--- config.mk ---
export PLATFORM = sky130hd
export DESIGN_NAME = frame_sync_ctrl
export DESIGN_NICKNAME = d
export VERILOG_FILES = /design/src/rtl/frame_sync_ctrl.sv
export SDC_FILE = /design/constraint.sdc
export NUM_CORES = 1
export LEC_CHECK = 0
export BUFFER_PORTS_ARGS = -buffer_cell sky130_fd_sc_hd__clkbuf_2
export CAP_MARGIN = 20
export CELL_PAD_IN_SITES_DETAIL_PLACEMENT = 2
export CELL_PAD_IN_SITES_GLOBAL_PLACEMENT = 2
export CORE_MARGIN = 2
export CORE_UTILIZATION = 30
export CTS_CLUSTER_DIAMETER = 40
export CTS_CLUSTER_SIZE = 20
export DETAILED_ROUTE_END_ITERATION = 8
export GPL_ROUTABILITY_DRIVEN = 1
export PLACE_DENSITY_LB_ADDON = 0.1
export SETUP_SLACK_MARGIN = 0.05
export SYNTH_ARGS = -nofsm -noshare
export SYNTH_HDL_FRONTEND = slang
export SYNTH_SLANG_ARGS = --single-unit
--- constraint.sdc ---
create_clock -name Clk -period 5.5 [get_ports Clk]
set_input_delay 0.275 -clock Clk [delete_from_list [all_inputs] [get_ports Clk]]
set_output_delay 0.275 -clock Clk [all_outputs]
set_load 0.02 [all_outputs]
--- src/rtl/frame_sync_ctrl.sv ---
// Frame sequencer for the pulse-oximeter byte stream: hunts for the sync byte,
// tracks byte position, validates the trailing checksum and strobes the
// waveform / vitals consumers. Vitals are committed only from clean frames.
`timescale 1ns/1ps
module frame_sync_ctrl #(
  parameter int unsigned FRAME_LEN   = 76,
  parameter logic [7:0]  SYNC_BYTE   = 8'hA5,
  parameter int unsigned WAVE_FIRST  = 1,
  parameter int unsigned WAVE_LAST   = 64,
  parameter int unsigned HR_IDX      = 65,
  parameter int unsigned SPO2_IDX    = 66,
  parameter int unsigned TIMEOUT_CYC = 50000
) (
  input  logic       Clk,
  input  logic       Rst,
  input  logic [7:0] idata,
  input  logic       idata_valid,
  output logic [7:0] wave_data,
  output logic       wave_valid,
  output logic [7:0] hr_data,
  output logic [7:0] spo2_data,
  output logic       vitals_valid,
  output logic       frame_ok,
  output logic       frame_err,
  output logic [7:0] err_cnt,
  output logic       locked
);

  localparam int unsigned IDX_W = (FRAME_LEN > 1) ? $clog2(FRAME_LEN) : 1;
  localparam int unsigned GAP_W = (TIMEOUT_CYC > 1) ? $clog2(TIMEOUT_CYC) : 1;

  localparam logic [IDX_W-1:0] L_CHK_IDX    = IDX_W'(FRAME_LEN - 1);
  localparam logic [IDX_W-1:0] L_WAVE_FIRST = IDX_W'(WAVE_FIRST);
  localparam logic [IDX_W-1:0] L_WAVE_LAST  = IDX_W'(WAVE_LAST);
  localparam logic [IDX_W-1:0] L_HR_IDX     = IDX_W'(HR_IDX);
  localparam logic [IDX_W-1:0] L_SPO2_IDX   = IDX_W'(SPO2_IDX);
  localparam logic [GAP_W-1:0] L_GAP_LAST   = GAP_W'(TIMEOUT_CYC - 1);

  typedef enum logic {StHunt, StRecv} state_e;

  state_e           r_state;
  state_e           w_state_next;
  logic [IDX_W-1:0] r_idx;
  logic [GAP_W-1:0] r_gap;
  logic [7:0]       r_sum;
  logic [7:0]       r_hr_shadow;
  logic [7:0]       r_spo2_shadow;

  logic [7:0]       r_wave_data;
  logic             r_wave_valid;
  logic [7:0]       r_hr_data;
  logic [7:0]       r_spo2_data;
  logic             r_vitals_valid;
  logic             r_frame_ok;
  logic             r_frame_err;
  logic [7:0]       r_err_cnt;
  logic             r_locked;

  logic             w_start;
  logic             w_accept;
  logic             w_is_chk;
  logic             w_chk_good;
  logic             w_timeout;
  logic             w_is_wave;
  logic             w_err;

  // State register.
  always_ff @(posedge Clk or posedge Rst) begin
    if (Rst) begin
      r_state <= StHunt;
    end else begin
      r_state <= w_state_next;
    end
  end

  // Next-state logic and per-cycle event decode.
  always_comb begin
    w_state_next = r_state;
    w_start      = 1'b0;
    w_accept     = 1'b0;
    w_is_chk     = 1'b0;
    w_chk_good   = 1'b0;
    w_timeout    = 1'b0;
    unique case (r_state)
      StHunt: begin
        if (idata_valid && (idata == SYNC_BYTE)) begin
          w_start      = 1'b1;
          w_state_next = StRecv;
        end
      end
      StRecv: begin
        // A byte on the expiry cycle wins over the timeout.
        if (idata_valid) begin
          w_accept = 1'b1;
          if (r_idx == L_CHK_IDX) begin
            w_is_chk     = 1'b1;
            w_chk_good   = (idata == r_sum);
            w_state_next = StHunt;
          end
        end else if (r_gap == L_GAP_LAST) begin
          w_timeout    = 1'b1;
          w_state_next = StHunt;
        end
      end
    endcase
    w_is_wave = w_accept && (r_idx >= L_WAVE_FIRST) && (r_idx <= L_WAVE_LAST);
    w_err     = (w_is_chk && !w_chk_good) || w_timeout;
  end

  // Frame position, checksum accumulation, idle-gap tracking and shadows.
  always_ff @(posedge Clk or posedge Rst) begin
    if (Rst) begin
      r_idx         <= '0;
      r_gap         <= '0;
      r_sum         <= '0;
      r_hr_shadow   <= '0;
      r_spo2_shadow <= '0;
    end else begin
      if (w_start) begin
        r_idx <= IDX_W'(1);
        r_sum <= '0;
        r_gap <= '0;
      end else if (w_accept) begin
        r_gap <= '0;
        if (!w_is_chk) begin
          r_idx <= r_idx + 1'b1;
          r_sum <= r_sum + idata;
        end
        if (r_idx == L_HR_IDX) begin
          r_hr_shadow <= idata;
        end
        if (r_idx == L_SPO2_IDX) begin
          r_spo2_shadow <= idata;
        end
      end else if (r_state == StRecv) begin
        r_gap <= w_timeout ? '0 : r_gap + 1'b1;
      end
    end
  end

  // Registered outputs: one-cycle strobes, committed vitals, error bookkeeping.
  always_ff @(posedge Clk or posedge Rst) begin
    if (Rst) begin
      r_wave_data    <= '0;
      r_wave_valid   <= 1'b0;
      r_hr_data      <= '0;
      r_spo2_data    <= '0;
      r_vitals_valid <= 1'b0;
      r_frame_ok     <= 1'b0;
      r_frame_err    <= 1'b0;
      r_err_cnt      <= '0;
      r_locked       <= 1'b0;
    end else begin
      r_wave_valid   <= 1'b0;
      r_vitals_valid <= 1'b0;
      r_frame_ok     <= 1'b0;
      r_frame_err    <= 1'b0;
      if (w_is_wave) begin
        r_wave_data  <= idata;
        r_wave_valid <= 1'b1;
      end
      if (w_is_chk && w_chk_good) begin
        r_hr_data      <= r_hr_shadow;
        r_spo2_data    <= r_spo2_shadow;
        r_vitals_valid <= 1'b1;
        r_frame_ok     <= 1'b1;
        r_locked       <= 1'b1;
      end
      if (w_err) begin
        r_frame_err <= 1'b1;
        r_locked    <= 1'b0;
        if (r_err_cnt != 8'hFF) begin
          r_err_cnt <= r_err_cnt + 8'd1;
        end
      end
    end
  end

  assign wave_data    = r_wave_data;
  assign wave_valid   = r_wave_valid;
  assign hr_data      = r_hr_data;
  assign spo2_data    = r_spo2_data;
  assign vitals_valid = r_vitals_valid;
  assign frame_ok     = r_frame_ok;
  assign frame_err    = r_frame_err;
  assign err_cnt      = r_err_cnt;
  assign locked       = r_locked;

endmodule

==> metrics.cfg, run 1 <==
[layout]
drive_gt1_share_pct=27.9
final_util_pct=36.2
seq_area_mm2=0.00210
fin_area_mm2=0.00475
diodes=0
multiInputGateArea_mm2=0.00183
area_growth_syn_to_layout_pct=18.7
fin_nets=432
fillCellCount=1436
instances_no_fill=588

[synth]
synth.net_count=378
synth_top_area_share_pct=52.5
ys_seq_elements=84
yosysMostFrequentCell=dfrtp_1
async_reset_ff_share_pct=100
synth_ff_type=dfrtp_1
synth_area_mm2=0.00401
seq_area_frac_synth_pct=52.5
synthCells=353
synth_top_cells_by_count=dfrtp_1, mux2_2, nand2_1, nor2_1, xor2_1
synth_edf_count=0
ys_warn_count=0
ys_types=46
synth.avg_cell_area_um2=11.3
synth_largest_area_cell=dfrtp_1
synthTopCellsByArea=dfrtp_1, mux2_2, ha_1

[clocking]
cts_tree=done
ctsResizeCount=0
postCtsHoldBufs=1
clkLatencyLatePin_ns=0.35
cts_made_buffers=9
clkSlewWorstSetupHoldPaths_ns=0.07
clock_path_buffers=2
cts.sinks=84
postCtsSetupBuffers=0
htreeDepth=3
cts_root_buf=clkbuf_16

[critical_path]
arrival_ns=2.86
crit_fanout=18
worstSetupStartpointType=register
endpoint_kind=register
required_ns=5.73
worstSetupPathType=register to register
reg2reg_slack_ns=2.87

[sta]
maxSlewViolCount=0
max_freq_mhz=380
finalClockSkew_ns=0.00790
rsz0062_at_grt=no
whs_ns=0.221
hold_violations=0
setup_viol=0
finalCritPeriodShare_pct=47.8
fin_setup_tns_ns=0
slew_headroom_pct=34.0
worst_pin_slew_ns=0.989
min_period_ns=2.63

[global_route]
grt_pass1_wl_mm=17.8
grt_pass1_vias=3196
antenna_found_initial=0
grt.overflow.total=0
gr-usage-all-layers_pct=16.1
grt_max_degree=54

[detailed_routing]
num_vias=2876
route.detailed.drc=0
wl_mm=10.2
post_drt_wl_per_cell_um=17.4
viasPerCell=4.89
drt_iter0_drc=74
ant_nets=0
drtPass1Iterations=4

[hold_path]
min_path_type=primary input to register

[placement]
hpwl_mm=7.28
gp_congestion=0.777
place_inst=571
placed_area_mm2=0.00446
portBuffers=47

[floorplanning]
die_h_um=120
ios=48
start_util_pct=30.5
core_mm2=0.0131
num_rows=42
die_w_um=120
dieArea_mm2=0.0143

[power_and_ir_drop]
vdd_drop_max_uv=119
powerDensity_mw_per_mm2=370
p_leak_nw=2.30

[outcome]
status=finished, final reports clean

[run]
cap_violations=0

-- registers in the layout, summed over array words and instances (netlist names) --
signal	cells
r_gap	16
r_hr_shadow	8
locked	1
r_idx	7
err_cnt	8
wave_valid	1
spo2_data	8
r_spo2_shadow	8
wave_data	8
frame_err	1
r_sum	8
frame_ok	1
hr_data	8
r_state	1
-- cell type report --
type,instances,area share [%]
multi-input combinational,248,38.5
timing repair buffer,51,5.63
inverter,13,1.05
clock buffer,10,5.03
clock inverter,6,0.974
tap,176,4.63
sequential,84,44.2
-- report_power, final --
group          internal, W  switching [W]
sequential        0.000696      0.0000672
clock             0.000322       0.000267
combinational     0.000169       0.000240
-- worst paths after layout --
check                                           startpoint                    endpoint  cells past startpoint
worst max-delay path                  r_sum[2]$_DFFE_PP0P_    spo2_data[3]$_DFFE_PP0P_                      5
worst min-delay path                              idata[1]    wave_data[1]$_DFFE_PP0P_                      2
worst max register to register        r_sum[2]$_DFFE_PP0P_    spo2_data[3]$_DFFE_PP0P_                      5
worst min register to register  r_hr_shadow[1]$_DFFE_PP0P_  r_hr_shadow[1]$_DFFE_PP0P_                      2
max in group asynchronous                              Rst        r_sum[0]$_DFFE_PP0P_                      4
min in group asynchronous                              Rst      err_cnt[6]$_DFFE_PP0P_                      3
-- cells by family after synthesis --
kind of cell	count (synthesis)	synth area share, %
simple gates	128	16.3
flops	84	52.5
mux	41	11.5
compound gates	38	6.84
xor+xnor	27	5.90
buf+inv	21	2.37
fa+ha+maj	14	4.56
-- placed cells by master, fill, tap and decap left out, types with 2 or more instances in the layout --
cell        Yosys  layout
nand2b_1        5       5
clkbuf_2        0      47
mux2_2         41      41
xor2_1         17      17
nand3b_1        3       3
ha_1           13      13
nor4_1          3       2
clkinvlp_4      0       2
clkinv_2        0       2
o21ai_0         5       5
and3b_1         2       2
a31oi_1         4       4
nor2b_1         3       3
o211ai_1        3       3
o22ai_1         5       5
and3_1          9       9
buf_4           1       3
nand4_1        11      11
inv_1          13      12
a21oi_1         9       9
inv_6           0       3
dfrtp_1        84      84
and2_1          4       4
xnor2_1        10      10
nand2_1        31      31
nor3_1          6       6
clkbuf_16       0       9
a21o_1          2       2
nor2_1         28      28
nand3_1        16      16
-- routing by layer --
metal	global-route usage (%)	up-vias	part of all wire (%)	routed length (um)
li1	-	1347	-	-
met1	21.9	1473	48	4910
met2	25.2	44	47	4800
met3	3.04	12	2.9	297
met4	7.06	0	1.9	193
met5	0	-	0	0
-- critical path, stage by stage, from the launching register on --
cell and delay [ns]:
dfrtp_1 0.39, ha_1 0.35, nor4_1 0.26, and3_1 0.25
and3_1 0.83, mux2_2 0.42
-- metrics by stage --
step	total power, W	worst slack [ns]
floorplan	0.00105	3.06
global placement	0.00117	2.80
detailed placement	0.00119	2.77
CTS	0.00179	2.82
global route	0.00189	2.67
finish	0.00176	2.87
Power figures use the tool's default switching activity.
==> inputs of run 2 (changes only) <==
--- a/config.mk
+++ b/config.mk
@@ -5,6 +5,7 @@
 export SDC_FILE = /design/constraint.sdc
 export NUM_CORES = 1
 export LEC_CHECK = 0
+export ABC_AREA = 1
 export BUFFER_PORTS_ARGS = -buffer_cell sky130_fd_sc_hd__clkbuf_2
 export CAP_MARGIN = 20
 export CELL_PAD_IN_SITES_DETAIL_PLACEMENT = 2
==> constraint.sdc (replaced) <==
create_clock -name Clk -period 2.7 [get_ports Clk]
set_input_delay 0.135 -clock Clk [delete_from_list [all_inputs] [get_ports Clk]]
set_output_delay 0.135 -clock Clk [all_outputs]
set_load 0.02 [all_outputs]
==> run 2 against run 1 <==
  * Clock power increased by 110%
  * Sequential power rose by 130%
  * Setup slack got worse by 2.4 ns
  * Largest cell class unchanged
  * Non-clock buffer count up 4
==> metrics.cfg, run 2 <==
[synth]
synth_top_cells_by_count=nand2_1, dfrtp_1, nand3_1, inv_1, nor2_1  ; was dfrtp_1, mux2_2, nand2_1, nor2_1, xor2_1
synth_ff_type=dfrtp_1  ; unchanged
ys_seq_elements=84  ; unchanged
synthTopCellsByArea=dfrtp_1, nand2_1, nand3_1  ; was dfrtp_1, mux2_2, ha_1
async_reset_ff_share_pct=100  ; unchanged
synth_edf_count=0  ; unchanged
yosysMostFrequentCell=nand2_1  ; was dfrtp_1
synth_area_mm2=0.00421  ; was 0.00401 mm^2
seq_area_frac_synth_pct=49.9  ; was 52.5%
ys_types=33  ; was 46
synthCells=514  ; was 353
synth_top_area_share_pct=49.9  ; was 52.5%
synth.avg_cell_area_um2=8.20  ; was 11.3 um^2
synth.net_count=539  ; was 378
ys_warn_count=0  ; unchanged
synth_largest_area_cell=dfrtp_1  ; unchanged

[sta]
min_period_ns=2.19  ; was 2.63 ns
finalClockSkew_ns=0.00659  ; was 0.00790 ns
rsz0062_at_grt=no  ; unchanged
finalCritPeriodShare_pct=81.0  ; was 47.8%
fin_setup_tns_ns=0  ; unchanged
setup_viol=0  ; unchanged
worst_pin_slew_ns=0.674  ; was 0.989 ns
slew_headroom_pct=55.1  ; was 34.0%
hold_violations=0  ; unchanged
maxSlewViolCount=0  ; unchanged
whs_ns=0.182  ; was 0.221 ns
max_freq_mhz=457  ; was 380 MHz
setup_slack_ns=0.513  ; was 2.87 ns

[global_route]
grt_pass1_vias=3866  ; was 3196
grt.overflow.total=0  ; unchanged
gr-usage-all-layers_pct=17.2  ; was 16.1%
antenna_found_initial=0  ; unchanged
grt_max_degree=35  ; was 54
grt_pass1_wl_mm=20.0  ; was 17.8 mm

[layout]
drive_gt1_share_pct=14.1  ; was 27.9%
fillCellCount=1619  ; was 1436
seq_area_mm2=0.00210  ; unchanged
fin_nets=595  ; was 432
area_growth_syn_to_layout_pct=17.7  ; was 18.7%
multiInputGateArea_mm2=0.00188  ; was 0.00183 mm^2
final_util_pct=36.0  ; was 36.2%
final_cell_mix=nand2_1, dfrtp_1, clkbuf_2  ; was dfrtp_1, clkbuf_2, mux2_2
diodes=0  ; unchanged
largest_reg_flops=16  ; unchanged
regMostFlops=r_gap  ; unchanged
final_common_cell=nand2_1  ; was dfrtp_1

[clocking]
cts_tree=done  ; unchanged
ctsResizeCount=0  ; unchanged
cts_root_buf=clkbuf_16  ; unchanged
cts.sinks=84  ; unchanged
clkLatencyLatePin_ns=0.34  ; was 0.35 ns
postCtsHoldBufs=1  ; unchanged
clock_path_buffers=2  ; unchanged
clkSlewWorstSetupHoldPaths_ns=0.07  ; about the same
cts_made_buffers=9  ; unchanged
htreeDepth=3  ; unchanged
postCtsSetupBuffers=0  ; unchanged

[critical_path]
rr_worst_depth=9  ; was 5
worstSetupStartpointType=register  ; unchanged
reg2reg_to=err_cnt[1]$_DFFE_PP0P_  ; was spo2_data[3]$_DFFE_PP0P_
required_ns=2.98  ; was 5.73 ns
worstSetupPathType=register to register  ; unchanged
worstReg2RegStart=r_sum[5]$_DFFE_PP0P_  ; was r_sum[2]$_DFFE_PP0P_
arrival_ns=2.47  ; was 2.86 ns
crit_fanout=8  ; was 18
endpoint_kind=register  ; unchanged
reg2reg_slack_ns=0.51  ; was 2.87 ns
crit_path_start=r_sum[5]$_DFFE_PP0P_  ; was r_sum[2]$_DFFE_PP0P_

[floorplanning]
die_h_um=123  ; was 120 um
num_rows=43  ; was 42
die_w_um=123  ; was 120 um
ios=48  ; unchanged
dieArea_mm2=0.0150  ; was 0.0143 mm^2
core_mm2=0.0138  ; was 0.0131 mm^2
start_util_pct=30.6  ; was 30.5%

[power_and_ir_drop]
p_leak_nw=2.60  ; was 2.30 nW
total_power_w=0.00399  ; was 0.00176 W
vdd_drop_max_uv=288  ; was 119 uV
powerDensity_mw_per_mm2=806  ; was 370 mW/mm^2

[placement]
gp_congestion=0.809  ; was 0.777
dp_slack_ns=0.486  ; was 2.77 ns
hpwl_mm=8.97  ; was 7.28 mm
portBuffers=47  ; unchanged

[detailed_routing]
wl_mm=11.9  ; was 10.2 mm
drt_iter0_drc=137  ; was 74
route.detailed.drc=0  ; unchanged
post_drt_wl_per_cell_um=15.8  ; was 17.4 um
num_vias=3616  ; was 2876
drtPass1Iterations=4  ; unchanged
ant_nets=0  ; unchanged
viasPerCell=4.79  ; was 4.89

[hold_path]
holdPathStages=3  ; was 2
worstHoldStart=idata[7]  ; was idata[1]
holdPathEnd=wave_data[7]$_DFFE_PP0P_  ; was wave_data[1]$_DFFE_PP0P_
min_path_type=primary input to register  ; unchanged

[run]
cap_violations=0  ; unchanged

[outcome]
status=finished, final reports clean  ; unchanged

## run 2: changes by cell type after synthesis, moves of 8 or more
| cell | change |
|---|---|
| nand2_1 | +135 |
| mux2_2 | -41 |
| o21ai_0 | +35 |
| and3_1 | -8 |
| nand3_1 | +27 |
| nor2_1 | +13 |
| inv_1 | +29 |
## run 2: report_power, final
part | total, W | switching (W) | leakage, nW | internal [W]
Sequential | 0.00173 | 0.000238 | 1.13 | 0.00149
Clock | 0.00121 | 0.000554 | 0.141 | 0.000658
Combinational | 0.00105 | 0.000673 | 1.33 | 0.000380
Total | 0.00399 | 0.00147 | 2.60 | 0.00253
## run 2: worst max path at each step
stage	depth (start not counted)	slack [ns]	end
after floorplan	1	0.40	err_cnt[0]$_DFFE_PP0P_
after global placement	9	0.56	err_cnt[3]$_DFFE_PP0P_
after detailed placement	9	0.49	err_cnt[5]$_DFFE_PP0P_
after CTS	9	0.46	err_cnt[2]$_DFFE_PP0P_
after global routing	9	0.27	err_cnt[1]$_DFFE_PP0P_
final	9	0.51	err_cnt[1]$_DFFE_PP0P_
## run 2: per-layer routing
layer / GRT usage, % / vias up / part of all wire [%]
li1: - / 1777 / -
met1: 22.6 / 1789 / 48
met2: 29.3 / 37 / 48
met3: 2.14 / 13 / 2.1
met4: 5.60 / 0 / 1.3
met5: 0 / - / 0
## run 2: worst max-delay path, stage by stage, from the launching register on
cell and delay (ns):
dfrtp_1 0.39, ha_1 0.35, nor2_1 0.11, nor3b_1 0.41, nand3_1 0.14, nand2_1 0.12, nand2_1 0.16, nand2_1 0.28
nand2_1 0.09, nand2_1 0.07
## run 2: cells by family (layout without fill, tap and decap cells)
family,Yosys count,count (layout),share of synthesized area (%)
compound gates,54,54,6.62
fa+ha+maj,14,14,4.34
flops,84,84,49.9
simple gates,286,286,29.2
buf+inv,55,116,5.58
xor+xnor,21,21,4.37
## run 2: stage by stage
stage / instances / instance area [um^2]
final: 755 / 4960
after global routing: 755 / 4960
after CTS: 755 / 4960
after detailed placement: 738 / 4660
after global placement: 738 / 4660
after floorplan: 514 / 4210
## run 2: final cells by class
| type | instances | area share, % |
|---|---|---|
| Inverter | 45 | 3.46 |
| Clock buffer | 10 | 4.82 |
| Clock inverter | 6 | 0.934 |
| Sequential cell | 84 | 42.4 |
| Multi-Input combinational cell | 375 | 37.8 |
| Tap cell | 180 | 4.54 |
| Timing Repair Buffer | 55 | 6.01 |
==> inputs of run 3 (changes only) <==
--- a/config.mk
+++ b/config.mk
@@ -5,7 +5,7 @@
 export SDC_FILE = /design/constraint.sdc
 export NUM_CORES = 1
 export LEC_CHECK = 0
-export ABC_AREA = 1
+export ABC_AREA = 0
 export BUFFER_PORTS_ARGS = -buffer_cell sky130_fd_sc_hd__clkbuf_2
 export CAP_MARGIN = 20
 export CELL_PAD_IN_SITES_DETAIL_PLACEMENT = 2
==> constraint.sdc (replaced) <==
create_clock -name Clk -period 2 [get_ports Clk]
set_input_delay 0.1 -clock Clk [delete_from_list [all_inputs] [get_ports Clk]]
set_output_delay 0.1 -clock Clk [all_outputs]
set_load 0.02 [all_outputs]
==> run 3 against run 2 <==
  * Clock power up 48%
  * Global-route usage rose by 0.46 points
  * Non-clock buffer count up 52
  * Worst hold slack worse by 0.082 ns
  * Clock-buffer cell count is 1 lower
  * Die area shrank 4.7%
  * Sequential cell count unchanged
  * Routed wire length shrank 1.6%
  * Critical endpoint is now r_gap[11]$_DFFE_PP0P_
  * Sequential power up 21%
  * Highest routed layer unchanged
  * The flow now finishes with violations (setup timing)
  * Critical path depth down 3
  * Fmax increased by 5.3%
==> metrics.cfg, run 3 (synthesis results as in run 1) <==
[outcome]
status=finished with violations  ; was finished, final reports clean
violations=setup timing

[layout]
diodes=0  ; unchanged
fin_nets=488  ; was 595
drive_gt1_share_pct=41.0  ; was 14.1%
fin_area_mm2=0.00551  ; was 0.00496 mm^2
fillCellCount=1359  ; was 1619
largest_reg_flops=16  ; unchanged
final_common_cell=dfrtp_1  ; was nand2_1
regMostFlops=r_gap  ; unchanged
area_growth_syn_to_layout_pct=37.6  ; was 17.7%
final_cell_mix=dfrtp_1, buf_4, clkbuf_2  ; was nand2_1, dfrtp_1, clkbuf_2

[critical_path]
cp.depth=6  ; was 9
required_ns=2.24  ; was 2.98 ns
reg2reg_slack_ns=-0.08  ; was 0.51 ns
max_stage_delay_ns=0.51  ; was 0.41 ns
worstReg2RegStart=r_gap[11]$_DFFE_PP0P_  ; was r_sum[5]$_DFFE_PP0P_
crit_chain=or4_4 -> or3_4 -> or2_4 -> a31oi_4 -> buf_12 -> nor2_1  ; was ha_1 -> nor2_1 -> nor3b_1 -> nand3_1 -> nand2_1 -> nand2_1 -> nand2_1 -> nand2_1 -> nand2_1
crit_path_start=r_gap[11]$_DFFE_PP0P_  ; was r_sum[5]$_DFFE_PP0P_
endpoint_kind=register  ; unchanged
rr_worst_depth=6  ; was 9
reg2reg_to=r_gap[11]$_DFFE_PP0P_  ; was err_cnt[1]$_DFFE_PP0P_
crit_fanout=15  ; was 8
worstSetupPathType=register to register  ; unchanged
arrival_ns=2.31  ; was 2.47 ns
cp_top_family=simple AND/OR/NAND/NOR gates  ; unchanged
slowest_stage=or4_4  ; was nor3b_1
crit_buf_inv=1  ; was 0
crit_end=r_gap[11]$_DFFE_PP0P_  ; was err_cnt[1]$_DFFE_PP0P_
worstSetupStartpointType=register  ; unchanged

[clocking]
cts_tree=done  ; unchanged
clock_path_buffers=2  ; unchanged
htreeDepth=3  ; unchanged
cts.sinks=84  ; unchanged
cts_made_buffers=9  ; unchanged
clkLatencyLatePin_ns=0.35  ; was 0.34 ns
cts_root_buf=clkbuf_16  ; unchanged
clkSlewWorstSetupHoldPaths_ns=0.07  ; about the same

[sta]
worst_pin_slew_ns=0.518  ; was 0.674 ns
slew_headroom_pct=65.4  ; was 55.1%
setup_viol=23  ; was 0
hold_violations=0  ; unchanged
setup_slack_ns=-0.0778  ; was 0.513 ns
whs_ns=0.101  ; was 0.182 ns
rsz0062_at_grt=yes  ; was no
max_freq_mhz=481  ; was 457 MHz
finalCritPeriodShare_pct=104  ; was 81.0%
min_period_ns=2.08  ; was 2.19 ns
maxSlewViolCount=0  ; unchanged
finalClockSkew_ns=0.0113  ; was 0.00659 ns

[global_route]
gr-usage-all-layers_pct=17.7  ; was 17.2%
grt.overflow.total=0  ; unchanged
grt_max_degree=26  ; was 35
grt_pass1_wl_mm=19.4  ; was 20.0 mm
grt_pass1_vias=3566  ; was 3866
antenna_found_initial=0  ; unchanged

[placement]
hpwl_mm=8.36  ; was 8.97 mm
dp_slack_ns=-0.0853  ; was 0.486 ns
gp_congestion=0.741  ; was 0.809
placed_area_mm2=0.00486  ; was 0.00466 mm^2
portBuffers=47  ; unchanged

[run]
cap_violations=0  ; unchanged

[power_and_ir_drop]
vdd_drop_max_uv=444  ; was 288 uV
p_leak_nw=2.64  ; was 2.60 nW
powerDensity_mw_per_mm2=995  ; was 806 mW/mm^2
total_power_w=0.00548  ; was 0.00399 W

[detailed_routing]
drtPass1Iterations=4  ; unchanged
ant_nets=0  ; unchanged
num_vias=3130  ; was 3616
wl_mm=11.7  ; was 11.9 mm
viasPerCell=4.86  ; was 4.79
route.detailed.drc=0  ; unchanged
post_drt_wl_per_cell_um=18.2  ; was 15.8 um
drt_iter0_drc=100  ; was 137

[floorplanning]
ios=48  ; unchanged
dieArea_mm2=0.0143  ; was 0.0150 mm^2
die_h_um=120  ; was 123 um
num_rows=42  ; was 43
start_util_pct=30.5  ; was 30.6%
die_w_um=120  ; was 123 um
core_mm2=0.0131  ; was 0.0138 mm^2

[hold_path]
min_path_type=primary input to register  ; unchanged
worstHoldStart=idata[1]  ; was idata[7]

-- run 3: timing repair --
action                                  CTS  global route
hold endpoints to repair                 16             0
pin swaps                                 4            15
gates cloned                              2             1
buffers inserted                          8             6
hold buffers                              1             0
endpoints found under the setup margin   42            52
gates resized for setup                  14            25
-- run 3: power by group --
group	total (W)	internal (W)	switching [W]
sequential	0.00210	0.00191	0.000184
clock	0.00179	0.00100	0.000788
combinational	0.00160	0.000771	0.000825
total	0.00548	0.00369	0.00180
-- run 3: area by class of cell --
| cell class | count | area, um^2 | share of cell area [%] |
|---|---|---|---|
| multi-input cells | 248 | 2030 | 36.9 |
| clock inverters | 7 | 88.8 | 1.61 |
| well taps | 176 | 220 | 3.99 |
| flip-flops and latches | 84 | 2100 | 38.1 |
| repair buffers | 107 | 792 | 14.4 |
| inverters | 13 | 52.6 | 0.953 |
| clock buffers | 9 | 225 | 4.08 |
-- run 3: worst min path at each step --
stage | end | slack, ns | depth (start not counted)
after global routing | wave_data[1]$_DFFE_PP0P_ | 0.1 | 2
after global placement | err_cnt[4]$_DFFE_PP0P_ | 0.14 | 2
after detailed placement | err_cnt[4]$_DFFE_PP0P_ | 0.16 | 2
final | wave_data[1]$_DFFE_PP0P_ | 0.10 | 2
after CTS | wave_data[1]$_DFFE_PP0P_ | 0.10 | 2
after floorplan | wave_data[0]$_DFFE_PP0P_ | 0.25 | 1
-- run 3: stage by stage --
| step | TNS, ns | instances | util, % |
|---|---|---|---|
| final | -1.32 | 644 | 42.0 |
| after global routing | -2.60 | 644 | 42.0 |
| after CTS | -1.61 | 639 | 40.9 |
| after detailed placement | -1.87 | 612 | 37.0 |
| after global placement | -0.00290 | 612 | 37.0 |
| after floorplan | 0 | 353 | - |
-- run 3: worst reg2reg max path, cell delays in order, from the launching register on --
cell and delay (ns):
dfrtp_1 0.40, or4_4 0.51, or3_4 0.36, or2_4 0.27
a31oi_4 0.19, buf_12 0.17, nor2_1 0.07
-- run 3: per-layer routing --
layer | up-vias | GRT usage, % | wire length [um]
met4 | 0 | 5.51 | 161
met1 | 1607 | 23.8 | 5580
met3 | 13 | 3.61 | 297
met2 | 41 | 28.6 | 5700
met5 | - | 0 | 0
li1 | 1469 | - | -
